<file path="config.mk">
export PLATFORM = sky130hd
export DESIGN_NAME = byte_assembler
export DESIGN_NICKNAME = d
export VERILOG_FILES = /design/src/rtl/byte_assembler.sv
export SDC_FILE = /design/constraint.sdc
export NUM_CORES = 1
export LEC_CHECK = 0
export CELL_PAD_IN_SITES_DETAIL_PLACEMENT = 0
export CELL_PAD_IN_SITES_GLOBAL_PLACEMENT = 1
export CORE_AREA = 3 3 103 105
export CTS_CLUSTER_SIZE = 12
export DETAILED_ROUTE_END_ITERATION = 10
export DIE_AREA = 0 0 106 108
export PLACE_DENSITY = 0.81
export REMOVE_ABC_BUFFERS = 1
export SYNTH_ARGS = -nofsm -noshare
export SYNTH_HDL_FRONTEND = slang
export SYNTH_SLANG_ARGS = --single-unit
</file>
<file path="constraint.sdc">
create_clock -name clk -period 2.3 [get_ports clk]
set_input_delay 0.23 -clock clk [delete_from_list [all_inputs] [get_ports clk]]
set_output_delay 0.23 -clock clk [all_outputs]
set_load 0.005 [all_outputs]
</file>
<file path="src/rtl/byte_assembler.sv">
// Assembles an MSB-first byte stream into 32-bit words and flags frame completion after n words.
// Optional running XOR checksum of the frame's words: define BYTE_ASM_CHECKSUM_EN.
module byte_assembler (
    input  logic        clk,
    input  logic        rst_n,
    input  logic        asm_en,
    input  logic [7:0]  n,
    input  logic [7:0]  byte_in,
    input  logic        byte_valid,
    output logic [31:0] word_out,
    output logic        word_valid,
    output logic [7:0]  word_count,
    output logic        asm_done,
    output logic [31:0] chk_out
);
    localparam int unsigned BYTE_W = 8;
    localparam int unsigned WORD_W = 32;
    localparam int unsigned CNT_W  = 8;
    localparam int unsigned IDX_W  = 2;
    localparam int unsigned PART_W = WORD_W - BYTE_W;

    typedef enum logic [1:0] {
        IDLE    = 2'd0,
        COLLECT = 2'd1,
        DONE    = 2'd2
    } state_t;

    state_t              state, state_nxt;
    logic [CNT_W-1:0]    n_lat, n_lat_nxt;
    logic [IDX_W-1:0]    idx, idx_nxt;
    logic [PART_W-1:0]   part, part_nxt;
    logic [WORD_W-1:0]   word_nxt;
    logic                word_valid_nxt;
    logic [CNT_W-1:0]    count_nxt;
    logic [CNT_W-1:0]    count_inc;
    logic                done_nxt;
    logic [WORD_W-1:0]   word_asm;
`ifdef BYTE_ASM_CHECKSUM_EN
    logic [WORD_W-1:0]   chk, chk_nxt;
`endif

    assign count_inc = CNT_W'(word_count + CNT_W'(1));
    assign word_asm  = {part, byte_in};

    // State and datapath registers
    always_ff @(posedge clk or negedge rst_n) begin
        if (!rst_n) begin
            state      <= IDLE;
            n_lat      <= '0;
            idx        <= '0;
            part       <= '0;
            word_out   <= '0;
            word_valid <= 1'b0;
            word_count <= '0;
            asm_done   <= 1'b0;
`ifdef BYTE_ASM_CHECKSUM_EN
            chk        <= '0;
`endif
        end else begin
            state      <= state_nxt;
            n_lat      <= n_lat_nxt;
            idx        <= idx_nxt;
            part       <= part_nxt;
            word_out   <= word_nxt;
            word_valid <= word_valid_nxt;
            word_count <= count_nxt;
            asm_done   <= done_nxt;
`ifdef BYTE_ASM_CHECKSUM_EN
            chk        <= chk_nxt;
`endif
        end
    end

    // Next-state and next-register logic
    always_comb begin
        state_nxt      = state;
        n_lat_nxt      = n_lat;
        idx_nxt        = idx;
        part_nxt       = part;
        word_nxt       = word_out;
        word_valid_nxt = 1'b0;
        count_nxt      = word_count;
`ifdef BYTE_ASM_CHECKSUM_EN
        chk_nxt        = chk;
`endif
        unique case (state)
            IDLE: begin
                if (asm_en) begin
                    n_lat_nxt = n;
                    idx_nxt   = '0;
                    count_nxt = '0;
`ifdef BYTE_ASM_CHECKSUM_EN
                    chk_nxt   = '0;
`endif
                    state_nxt = (n == '0) ? DONE : COLLECT;
                end
            end
            COLLECT: begin
                if (asm_en && byte_valid) begin
                    idx_nxt = IDX_W'(idx + IDX_W'(1));
                    unique case (idx)
                        2'd0: part_nxt[23:16] = byte_in;
                        2'd1: part_nxt[15:8]  = byte_in;
                        2'd2: part_nxt[7:0]   = byte_in;
                        default: begin
                            word_nxt       = word_asm;
                            word_valid_nxt = 1'b1;
                            count_nxt      = count_inc;
`ifdef BYTE_ASM_CHECKSUM_EN
                            chk_nxt        = chk ^ word_asm;
`endif
                            if (count_inc == n_lat) begin
                                state_nxt = DONE;
                            end
                        end
                    endcase
                end
            end
            DONE: begin
                if (!asm_en) begin
                    state_nxt = IDLE;
                end
            end
            default: state_nxt = IDLE;
        endcase
        done_nxt = (state_nxt == DONE);
    end

`ifdef BYTE_ASM_CHECKSUM_EN
    assign chk_out = chk;
`else
    assign chk_out = '0;
`endif

endmodule

</file>
==> results.md <==
Floorplan:
- The die covers between 0.01 and 0.015 sq mm.
- Measured along the y axis, the die boundary spans approximately 110 um.
- In this run the horizontal extent of the chip is 106 um.
- The initial utilization of the core area, before any placement, comes to 0.370.
- In this run the core area contains 36 standard-cell rows.
- For this design the top-level I/O count stands at 94.
- In this run the standard cell core region covers 0.00973 sq mm.

Critical path:
- The maximum cell stage delay along the critical path is between 400 and 500 ps.
- STA classifies the critical path startpoint as a register.
- Traced cell by cell, the critical path runs through ha_1 -> nand2_1 -> or3_4 -> xnor2_1 -> o2111ai_1 -> o31a_1.
- The startpoint identified for the worst register-to-register timing path is word_count[0].
- The capture point of the worst reg-to-reg path is state[0].
- Data arrives at the worst endpoint at 2330 ps.
- The category of the critical setup timing path is register to register.
- Counting cells, the worst reg-to-reg path comes to 6.
- At the worst endpoint, the required time is about 2500 ps.
- The highest-delay cell along the critical path is sky130_fd_sc_hd__dfrtp_1.
- The number of buffers and inverters on the critical path is 0.
- Along the worst path, the maximum fanout reaches 7.
- The family of cells with the greatest summed delay on the critical path is compound AO/OA/AOI/OAI gates.
- The critical path capture point type is a register.
- In this run the register-to-register setup slack is 190 ps.

Layout:
- The final layout contains 433 nets.
- From synthesis to final layout, the design area changed by 23.4%.
- The count of placed standard cells in the final layout, fillers left out is 546.
- After routing the design area is around 0.0044 sq mm.
- The number of diodes is 0.
- The core utilization of the finished layout is 0.456.
- The fraction of layout cells with a size suffix above 1 is 0.148.

Yosys:
- The top cell type's share of synthesized area is 0.542.
- In the synthesized netlist the async set-or-reset flop fraction comes to 1.00.
- The number of different library cells in the post-synthesis netlist is 41.
- The synthesis warning total is 0.
- In this run, synthesis produced a sequential element count of 78.
- The biggest area consumer among synthesized cells is sky130_fd_sc_hd__dfrtp_1.
- The cell area after synthesis is ~0.0036 sq mm.
- Among all flip-flop cells after synthesis, the most frequent one is sky130_fd_sc_hd__dfrtp_1.
- Counting flops with a built-in enable in the synthesized netlist gives 0.
- After synthesis, the mean cell area works out to 10.5 sq um.
- The cell count after synthesis came out at roughly 340.
- Sorting the synthesized cells by area gives the leading types as sky130_fd_sc_hd__dfrtp_1, sky130_fd_sc_hd__nand2_1, sky130_fd_sc_hd__mux2_2.
- The part of the Yosys area used for sequential elements is 0.542.

STA:
- The final worst-path cycle share is 0.916.
- Setup total negative slack on the finished layout was measured at 0 ps.
- The maximum achievable frequency is ~470 MHz.
- The count of endpoints failing hold in the final timing report is 0.
- Setup violations remaining at the end of the flow were counted as 0.
- Measured against its own limit, the worst slew margin works out to 0.653.
- Setup repair after global routing left no endpoint under its margin.
- The time the final worst path needs with I/O delays and setup is around 2100 ps.
- The number of max-slew violations in the final report is 0.
- The measured slew at the worst slew-check pin is 520 ps.
- The clock arrives with between 10 and 15 ps of skew.

Routing:
- Before antenna repair, the detailed router went through 4 iterations.
- The initial detailed-routing violation count is 64.
- After detailed routing, the number of remaining DRC violations is 0.
- The count of nets left with antenna violations once routing finished came out at 0.
- Across all layers, the routed design uses 2445 vias.
- The via-per-instance ratio is around 4.5.
- In the final routing, the length of wire on met1 measures approximately 3.5 mm.
- Summed over all nets, wire length on met3 after detailed routing comes to 330 um.
- The highest metal layer with signal wires is met4.
- The final wirelength is 7.45 mm.
- The routed wirelength normalized by instance count is between 10 and 15 um.
- The met2 wire length is 3.53 mm.

GRT:
- Summed over all layers, the global routing overflow is 0.
- The number of global-route vias before repair came to 2453.
- The largest net degree at the start of global routing is 49.
- The global routing usage summed across all routing layers is 0.134.
- The initial antenna violation count came to 0.
- The first global-routing pass estimated 12.2 mm of wire.

Clock tree:
- The maximum number of buffers from clock root to sink is 2.
- The insertion delay to the later sink of the worst-skew pair is ~350 ps.
- The H-tree was split into 3 levels.
- After clock tree synthesis, the setup repair step added 0 buffers.
- The count of clock tree sinks is 78.
- The number of gates resized after CTS is 0.
- The CTS clock-pin slew for the worst setup and hold paths is 90 ps.
- TritonCTS built the clock tree.
- The total CTS buffers is 9.
- The cell chosen for the clock root is sky130_fd_sc_hd__clkbuf_8.

Worst hold path:
- The path class of the lowest-slack min-delay path is primary input to async pin.

Placed design:
- The number of cells in the design after placement is 529.
- The total placed instance area is 0.00423 sq mm.
- The detailed placement HPWL is 5.17 mm.
- The final RePlAce weighted congestion is 0.818.
- Buffers placed on the I/O ports in this run total 61.

Power and ir drop:
- Power spread over the standard cell area amounts to 1100 mW/mm^2.
- Across the VDD grid, the largest voltage drop is 0.477 mV.
- The analysis attributes to cell leakage a power of between 2 and 2.5 nW.
- The design draws 4.87 mW.

Job:
- The number of max-cap violations is 0.

Status:
- The flow ran to the end, and the final reports show no timing, DRC or antenna violations.
[where the power goes]
group	switching, mW	leakage [nW]	internal [mW]
clock network	0.530	0.0895	0.510
logic	0.583	0.998	0.959
registers	0.362	0.975	1.93
total	1.47	2.06	3.40
[stage by stage]
step / hold WS, ps / worst slack (ps)
after floorplan: -65.6 / 1.36
after global placement: 202 / 286
after detailed placement: 212 / 220
after CTS: 389 / 192
after global routing: 415 / 51.9
final: 366 / 193
[Yosys cell counts, drive strengths merged (2+ instances only)]
| cell type | n |
|---|---|
| a21o | 2 |
| a21oi | 4 |
| a22o | 2 |
| buf | 39 |
| clkbuf | 4 |
| dfrtp | 78 |
| ha | 5 |
| inv | 4 |
| mux2 | 33 |
| nand2 | 116 |
| nand3 | 2 |
| nand3b | 4 |
| nor2 | 6 |
| nor3 | 3 |
| nor4 | 2 |
| o21ai | 9 |
| o31ai | 4 |
| xnor2 | 7 |
| xor2 | 5 |
[metal layers]
layer / track usage / vias up
met3: 0.0275 / 10
met2: 0.214 / 60
met5: 0 / -
li1: - / 1197
met1: 0.182 / 1178
met4: 0.0518 / 0
[worst max-delay path by stage]
stage / start / endpoint / depth (start not counted)
finish: word_count[0] / state[0] / 6
global route: word_count[0] / state[1] / 6
CTS: word_count[0] / state[0] / 6
detailed placement: word_count[0] / state[0] / 6
global placement: word_count[0] / asm_done / 6
floorplan: state[0] / word_count[6] / 6
[layout make-up]
class,instances,area [sq um]
Multi-Input combinational cell,250,1440
Clock inverter,6,70.1
Fill cell,939,5290
Timing Repair Buffer,65,666
Tap cell,133,166
Sequential cell,78,1950
Inverter,4,15.0
Clock buffer,10,128
[cells by family (layout without fill, tap and decap cells)]
group | count (synthesis) | in the layout | share of synthesized area
simple gates | 140 | 140 | 0.165
flops | 78 | 78 | 0.542
buf+inv | 47 | 85 | 0.0890
mux | 33 | 33 | 0.103
compound gates | 28 | 28 | 0.0529
xor+xnor | 12 | 12 | 0.0292
fa+ha+maj | 5 | 5 | 0.0174
other cells | 1 | 32 | 0.00104
[layout by cell type, fill, tap and decap left out, types with 3 or more instances in the layout]
cell                              instances
sky130_fd_sc_hd__nor3_1                   3
sky130_fd_sc_hd__ha_1                     5
sky130_fd_sc_hd__a21oi_1                  4
sky130_fd_sc_hd__nor2_1                   5
sky130_fd_sc_hd__xnor2_1                  7
sky130_fd_sc_hd__o31ai_1                  4
sky130_fd_sc_hd__conb_1                  32
sky130_fd_sc_hd__clkbuf_8                 9
sky130_fd_sc_hd__nand2_1                115
sky130_fd_sc_hd__dfrtp_1                 78
sky130_fd_sc_hd__clkdlybuf4s50_1         60
sky130_fd_sc_hd__nand3b_1                 4
sky130_fd_sc_hd__clkinvlp_4               3
sky130_fd_sc_hd__xor2_1                   5
sky130_fd_sc_hd__mux2_2                  33
sky130_fd_sc_hd__o21ai_0                  8
[state kept, by name, summed over array words and instances, names as in the netlist]
name / count
part: 24
idx: 2
word_valid: 1
word_count: 8
state: 2
n_lat: 8
word_out: 32
asm_done: 1
[what timing repair did]
| item | CTS | global route |
|---|---|---|
| hold buffers | 1 | 0 |
| endpoints found under the setup margin | 0 | 0 |
| endpoints found under the hold margin | 30 | 0 |
Power figures use the tool's default switching activity.
